===== src/rtl/seg_scan_driver.sv =====
// Four-digit common-anode seven-segment scanner for the chess-clock countdown.
// Latches a per-frame digit snapshot, decodes BCD, and blinks while the time reads 00.00.
module seg_scan_driver #(
    parameter int unsigned SCAN_DIV     = 124999,
    parameter int unsigned BLINK_FRAMES = 125
) (
    input  logic       segclk,
    input  logic       resetn,
    input  logic       enable,
    input  logic       blank_lead,
    input  logic [3:0] cnt_msec1,
    input  logic [3:0] cnt_msec10,
    input  logic [3:0] cnt_sec1,
    input  logic [3:0] cnt_sec10,
    output logic [3:0] an,
    output logic [6:0] seg,
    output logic       dp,
    output logic       expired
);

    localparam int unsigned SCAN_W  = (SCAN_DIV > 0) ? $clog2(SCAN_DIV + 1) : 1;
    localparam int unsigned BLINK_W = (BLINK_FRAMES > 1) ? $clog2(BLINK_FRAMES) : 1;

    logic [SCAN_W-1:0]  scan_cnt_q, scan_cnt_d;
    logic [1:0]         digit_idx_q, digit_idx_d;
    logic [3:0][3:0]    shadow_q, shadow_d;
    logic               expired_q, expired_d;
    logic [BLINK_W-1:0] blink_cnt_q, blink_cnt_d;
    logic               blink_phase_q, blink_phase_d;
    logic [3:0]         an_q, an_d;
    logic [6:0]         seg_q, seg_d;
    logic               dp_q, dp_d;

    logic               tick;
    logic               frame_end;
    logic               dark;
    logic [3:0]         cur_digit;

    function automatic logic [6:0] bcd_to_seg(input logic [3:0] d);
        logic [6:0] s;
        case (d)
            4'd0:    s = 7'h40;
            4'd1:    s = 7'h79;
            4'd2:    s = 7'h24;
            4'd3:    s = 7'h30;
            4'd4:    s = 7'h19;
            4'd5:    s = 7'h12;
            4'd6:    s = 7'h02;
            4'd7:    s = 7'h78;
            4'd8:    s = 7'h00;
            4'd9:    s = 7'h10;
            default: s = 7'h7F;
        endcase
        return s;
    endfunction

    always_comb begin
        tick      = (scan_cnt_q == SCAN_W'(SCAN_DIV));
        frame_end = tick && (digit_idx_q == 2'd3);

        scan_cnt_d  = tick ? '0 : scan_cnt_q + SCAN_W'(1);
        digit_idx_d = tick ? digit_idx_q + 2'd1 : digit_idx_q;

        shadow_d  = shadow_q;
        expired_d = expired_q;
        if (frame_end) begin
            shadow_d  = {cnt_sec10, cnt_sec1, cnt_msec10, cnt_msec1};
            expired_d = (cnt_sec10 == 4'd0) && (cnt_sec1 == 4'd0) &&
                        (cnt_msec10 == 4'd0) && (cnt_msec1 == 4'd0);
        end

        // Blink state follows the registered expiry, so it restarts from phase 0 on each new expiry.
        blink_cnt_d   = blink_cnt_q;
        blink_phase_d = blink_phase_q;
        if (!expired_q) begin
            blink_cnt_d   = '0;
            blink_phase_d = 1'b0;
        end else if (frame_end) begin
            if (blink_cnt_q == BLINK_W'(BLINK_FRAMES - 1)) begin
                blink_cnt_d   = '0;
                blink_phase_d = ~blink_phase_q;
            end else begin
                blink_cnt_d = blink_cnt_q + BLINK_W'(1);
            end
        end

        cur_digit = shadow_q[digit_idx_q];
        dark = !enable || (expired_q && blink_phase_q) ||
               (blank_lead && (digit_idx_q == 2'd3) && (shadow_q[3] == 4'd0));

        if (dark) begin
            an_d  = '1;
            seg_d = '1;
            dp_d  = 1'b1;
        end else begin
            an_d  = ~(4'b0001 << digit_idx_q);
            seg_d = bcd_to_seg(cur_digit);
            dp_d  = (digit_idx_q != 2'd2);
        end
    end

    always_ff @(posedge segclk or negedge resetn) begin
        if (!resetn) begin
            scan_cnt_q    <= '0;
            digit_idx_q   <= '0;
            shadow_q      <= '1;
            expired_q     <= 1'b0;
            blink_cnt_q   <= '0;
            blink_phase_q <= 1'b0;
            an_q          <= '1;
            seg_q         <= '1;
            dp_q          <= 1'b1;
        end else begin
            scan_cnt_q    <= scan_cnt_d;
            digit_idx_q   <= digit_idx_d;
            shadow_q      <= shadow_d;
            expired_q     <= expired_d;
            blink_cnt_q   <= blink_cnt_d;
            blink_phase_q <= blink_phase_d;
            an_q          <= an_d;
            seg_q         <= seg_d;
            dp_q          <= dp_d;
        end
    end

    assign an      = an_q;
    assign seg     = seg_q;
    assign dp      = dp_q;
    assign expired = expired_q;

endmodule

===== config.mk =====
export PLATFORM = sky130hd
export DESIGN_NAME = seg_scan_driver
export DESIGN_NICKNAME = d
export VERILOG_FILES = /design/src/rtl/seg_scan_driver.sv
export SDC_FILE = /design/constraint.sdc
export NUM_CORES = 1
export LEC_CHECK = 0
export CAP_MARGIN = 30
export CORE_MARGIN = 2
export CORE_UTILIZATION = 35
export CTS_BUF_LIST = sky130_fd_sc_hd__clkbuf_4 sky130_fd_sc_hd__clkbuf_8
export DETAILED_ROUTE_END_ITERATION = 8
export SETUP_SLACK_MARGIN = 0.05
export SYNTH_ARGS = -nofsm -noshare
export SYNTH_HDL_FRONTEND = slang
export SYNTH_SLANG_ARGS = --single-unit

===== constraint.sdc =====
create_clock -name segclk -period 3.4 [get_ports segclk]
set_clock_uncertainty 0.1 [all_clocks]
set_input_delay 0.68 -clock segclk [delete_from_list [all_inputs] [get_ports segclk]]
set_output_delay 0.68 -clock segclk [all_outputs]
set_load 0.02 [all_outputs]

==> flow_metrics.env <==
export IMPL_status="completed"
export IMPL_clk_latency_ns=0.31
export IMPL_fin_ws_ns=1.04
export IMPL_reg2regPathDepth=5
export IMPL_synth_main_ff_cell="dfrtp_1"
export IMPL_yosysTopAreaCellShare=0.252
export IMPL_start_kind="register"
export IMPL_cts_hold_buf=0
export IMPL_cts_buffers=5
export IMPL_fmax_mhz=425
export IMPL_max_slew_margin_rel=0.605
export IMPL_initial_utilization=0.363
export IMPL_postSynthCellCount=244
export IMPL_cts_sinks=55
export IMPL_synth_common_cells="dfrtp_1 (28), dfstp_2 (27), nand2_1 (18)"
export IMPL_slew_viol_final=0
export IMPL_ys_ff_latch=55
export IMPL_drt_iter0_drc=119
export IMPL_syn2layout_area_growth_pct=17.5
export IMPL_drc=0
export IMPL_final_instance_count_excl_fill=379
export IMPL_first_pass_iters=4
export IMPL_vias=1921
export IMPL_dp_slack_ns=1.05
export IMPL_tightest_slew_ns=0.592
export IMPL_cpPeakStageDelay_ns=0.68
export IMPL_die_y_um=93.8
export IMPL_async_flop_share=1.00
export IMPL_cts_tree="yes"
export IMPL_r2r_slack_ns=1.05
export IMPL_cp_max_fo=11
export IMPL_nets=308
export IMPL_diodes=0
export IMPL_cpLargestDelayFamily="buffers and inverters"
export IMPL_min_period_ns=2.36
export IMPL_p_per_area_nw_per_um2=352
export IMPL_cts_repair_resized=0
export IMPL_vias_per_cell=5.07
export IMPL_syn_avg_cell_area_um2=11.6
export IMPL_synth_distinct_cells=41
export IMPL_core_um2=7770
export IMPL_worstSetupPathType="register to output port"
export IMPL_die_w_um=93.8
export IMPL_max_cap_violations=0
export IMPL_fin_crit_sh=0.693
export IMPL_synth_area_leaders="dfstp_2 (25%), dfrtp_1 (25%), ha_1 (5.3%)"
export IMPL_antenna_found_initial=0
export IMPL_timing_rr_start="scan_cnt_q[0]$_DFF_PN0_"
export IMPL_dp_hpwl_um=3950
export IMPL_grt_pass1_vias=1780
export IMPL_drive_gt1_frac=0.227
export IMPL_gp_congestion=0.789
export IMPL_p_total_mw=1.17
export IMPL_hold_path_class="input pin to asynchronous set/reset pin"
export IMPL_wl_um=5230
export IMPL_path_cells="clkdlybuf4s50_1"
export IMPL_row_count=32
export IMPL_synth_area_um2=2820
export IMPL_setup_tns_ns=0
export IMPL_final_area_um2=3310
export IMPL_ir_drop_mv=0.181
export IMPL_crit_path_top_delay_cell="clkdlybuf4s50_1"
export IMPL_ant_nets=0
export IMPL_ioPinCount=33
export IMPL_io_buffers=32
export IMPL_cts_setup_buffers=0
export IMPL_critPathBufInv=1
export IMPL_clockBufferDepth=2
export IMPL_synth_largest_area_cell="dfstp_2"
export IMPL_htreeDepth=2
export IMPL_dp_cells=371
export IMPL_gr_total_overflow=0
export IMPL_reg2reg_to="blink_cnt_q[5]$_DFFE_PN0P_"
export IMPL_synth_edf_count=0
export IMPL_yosysSeqAreaShare=0.500
export IMPL_hold_viol=0
export IMPL_yosysMostFrequentCell="dfrtp_1"
export IMPL_grt_max_degree=24
export IMPL_p_leak_nw=1.40
export IMPL_yosys_warnings=0
export IMPL_syn_num_nets=276
export IMPL_crit_arrival_ns=1.58
export IMPL_setup_viol_count_final=0
export IMPL_track_usage=0.130
export IMPL_dieArea_um2=8790
export IMPL_fillers=767
export IMPL_end_kind="output port"
export IMPL_grt_pass1_wl_um=9070
export IMPL_placed_cell_area_um2=3220
export IMPL_rsz0062_at_grt="false"
export IMPL_crit_required_ns=2.62
export IMPL_cts_root_buf="clkbuf_8"
export IMPL_routedWlPerCell_um=13.8
export IMPL_path_clk_slew_ns=0.09
==> layout make-up <==
type / instances / area, µm² / area share
well taps: 102 / 128 / 0.0385
flip-flops and latches: 55 / 1410 / 0.425
repair buffers: 34 / 330 / 0.0997
inverters: 15 / 56.3 / 0.0170
multi-input cells: 165 / 1290 / 0.390
clock buffers: 6 / 82.6 / 0.0249
clock inverters: 2 / 15.0 / 0.00453
==> worst max path at each step <==
stage,start,endpoint,slack (ns),cells past startpoint
finish,expired$_DFFE_PN0P_,expired,1.04,1
global route,scan_cnt_q[0]$_DFF_PN0_,blink_cnt_q[5]$_DFFE_PN0P_,0.91,5
CTS,expired$_DFFE_PN0P_,expired,1.03,1
detailed placement,scan_cnt_q[0]$_DFF_PN0_,blink_cnt_q[5]$_DFFE_PN0P_,1.05,5
global placement,scan_cnt_q[0]$_DFF_PN0_,blink_cnt_q[5]$_DFFE_PN0P_,1.09,5
floorplan,digit_idx_q[0]$_DFFE_PN0N_,seg[4]$_DFF_PN1_,1.41,8
==> cells by family (layout without fill, tap and decap cells) <==
group,Yosys count,count (layout),share of synthesized area
flip-flops,55,55,0.500
buffers and inverters,24,57,0.0417
adder cells (fa/ha/maj),12,12,0.0532
AND/OR/NAND/NOR,82,82,0.169
multiplexers,28,28,0.134
XOR/XNOR,11,11,0.0342
AO/OA/AOI/OAI,32,32,0.0674
==> routing by layer <==
layer,GRT usage,share of wire,vias up
li1,-,-,939
met1,0.197,0.50,943
met2,0.186,0.45,33
met3,0.0241,0.031,6
met4,0.0435,0.016,0
met5,0,0,-
==> through the flow <==
| step | utilization | hold WS, ns |
|---|---|---|
| floorplan | - | 0.284 |
| global placement | 0.414 | 0.378 |
| detailed placement | 0.414 | 0.381 |
| CTS | 0.427 | 0.162 |
| global route | 0.427 | 0.161 |
| finish | 0.427 | 0.154 |
==> registers in the layout, summed over array words and instances (netlist names), 2 cells and up <==
name and count:
scan_cnt_q 17, shadow_q 16, blink_cnt_q 7, seg 7, an 3, digit_idx_q 2
==> placed cells by master, fill, tap and decap left out, types with 3 or more instances in the layout <==
cell,synthesis,layout
xor2_1,6,6
nand3_1,10,10
mux2i_1,7,7
mux4_2,4,4
nand2_1,18,18
mux2_4,7,7
mux2_2,10,10
nor3_1,4,4
and2_1,4,4
dfrtp_1,28,28
nor2_1,11,11
xnor2_1,5,5
or3_1,3,3
a32oi_1,3,3
clkbuf_8,0,6
clkdlybuf4s50_1,0,31
a21oi_1,8,8
ha_1,12,12
o21ai_0,16,16
nand4_1,9,9
and4_1,4,4
nor4_1,5,5
and3_1,4,4
inv_1,15,15
dfstp_2,27,27
==> report_power, final <==
group / switching (mW) / internal, mW / total (mW)
logic: 0.0451 / 0.0517 / 0.0968
clock network: 0.214 / 0.167 / 0.381
registers: 0.00748 / 0.682 / 0.690
Note: power is estimated with default switching activity, not from simulation.
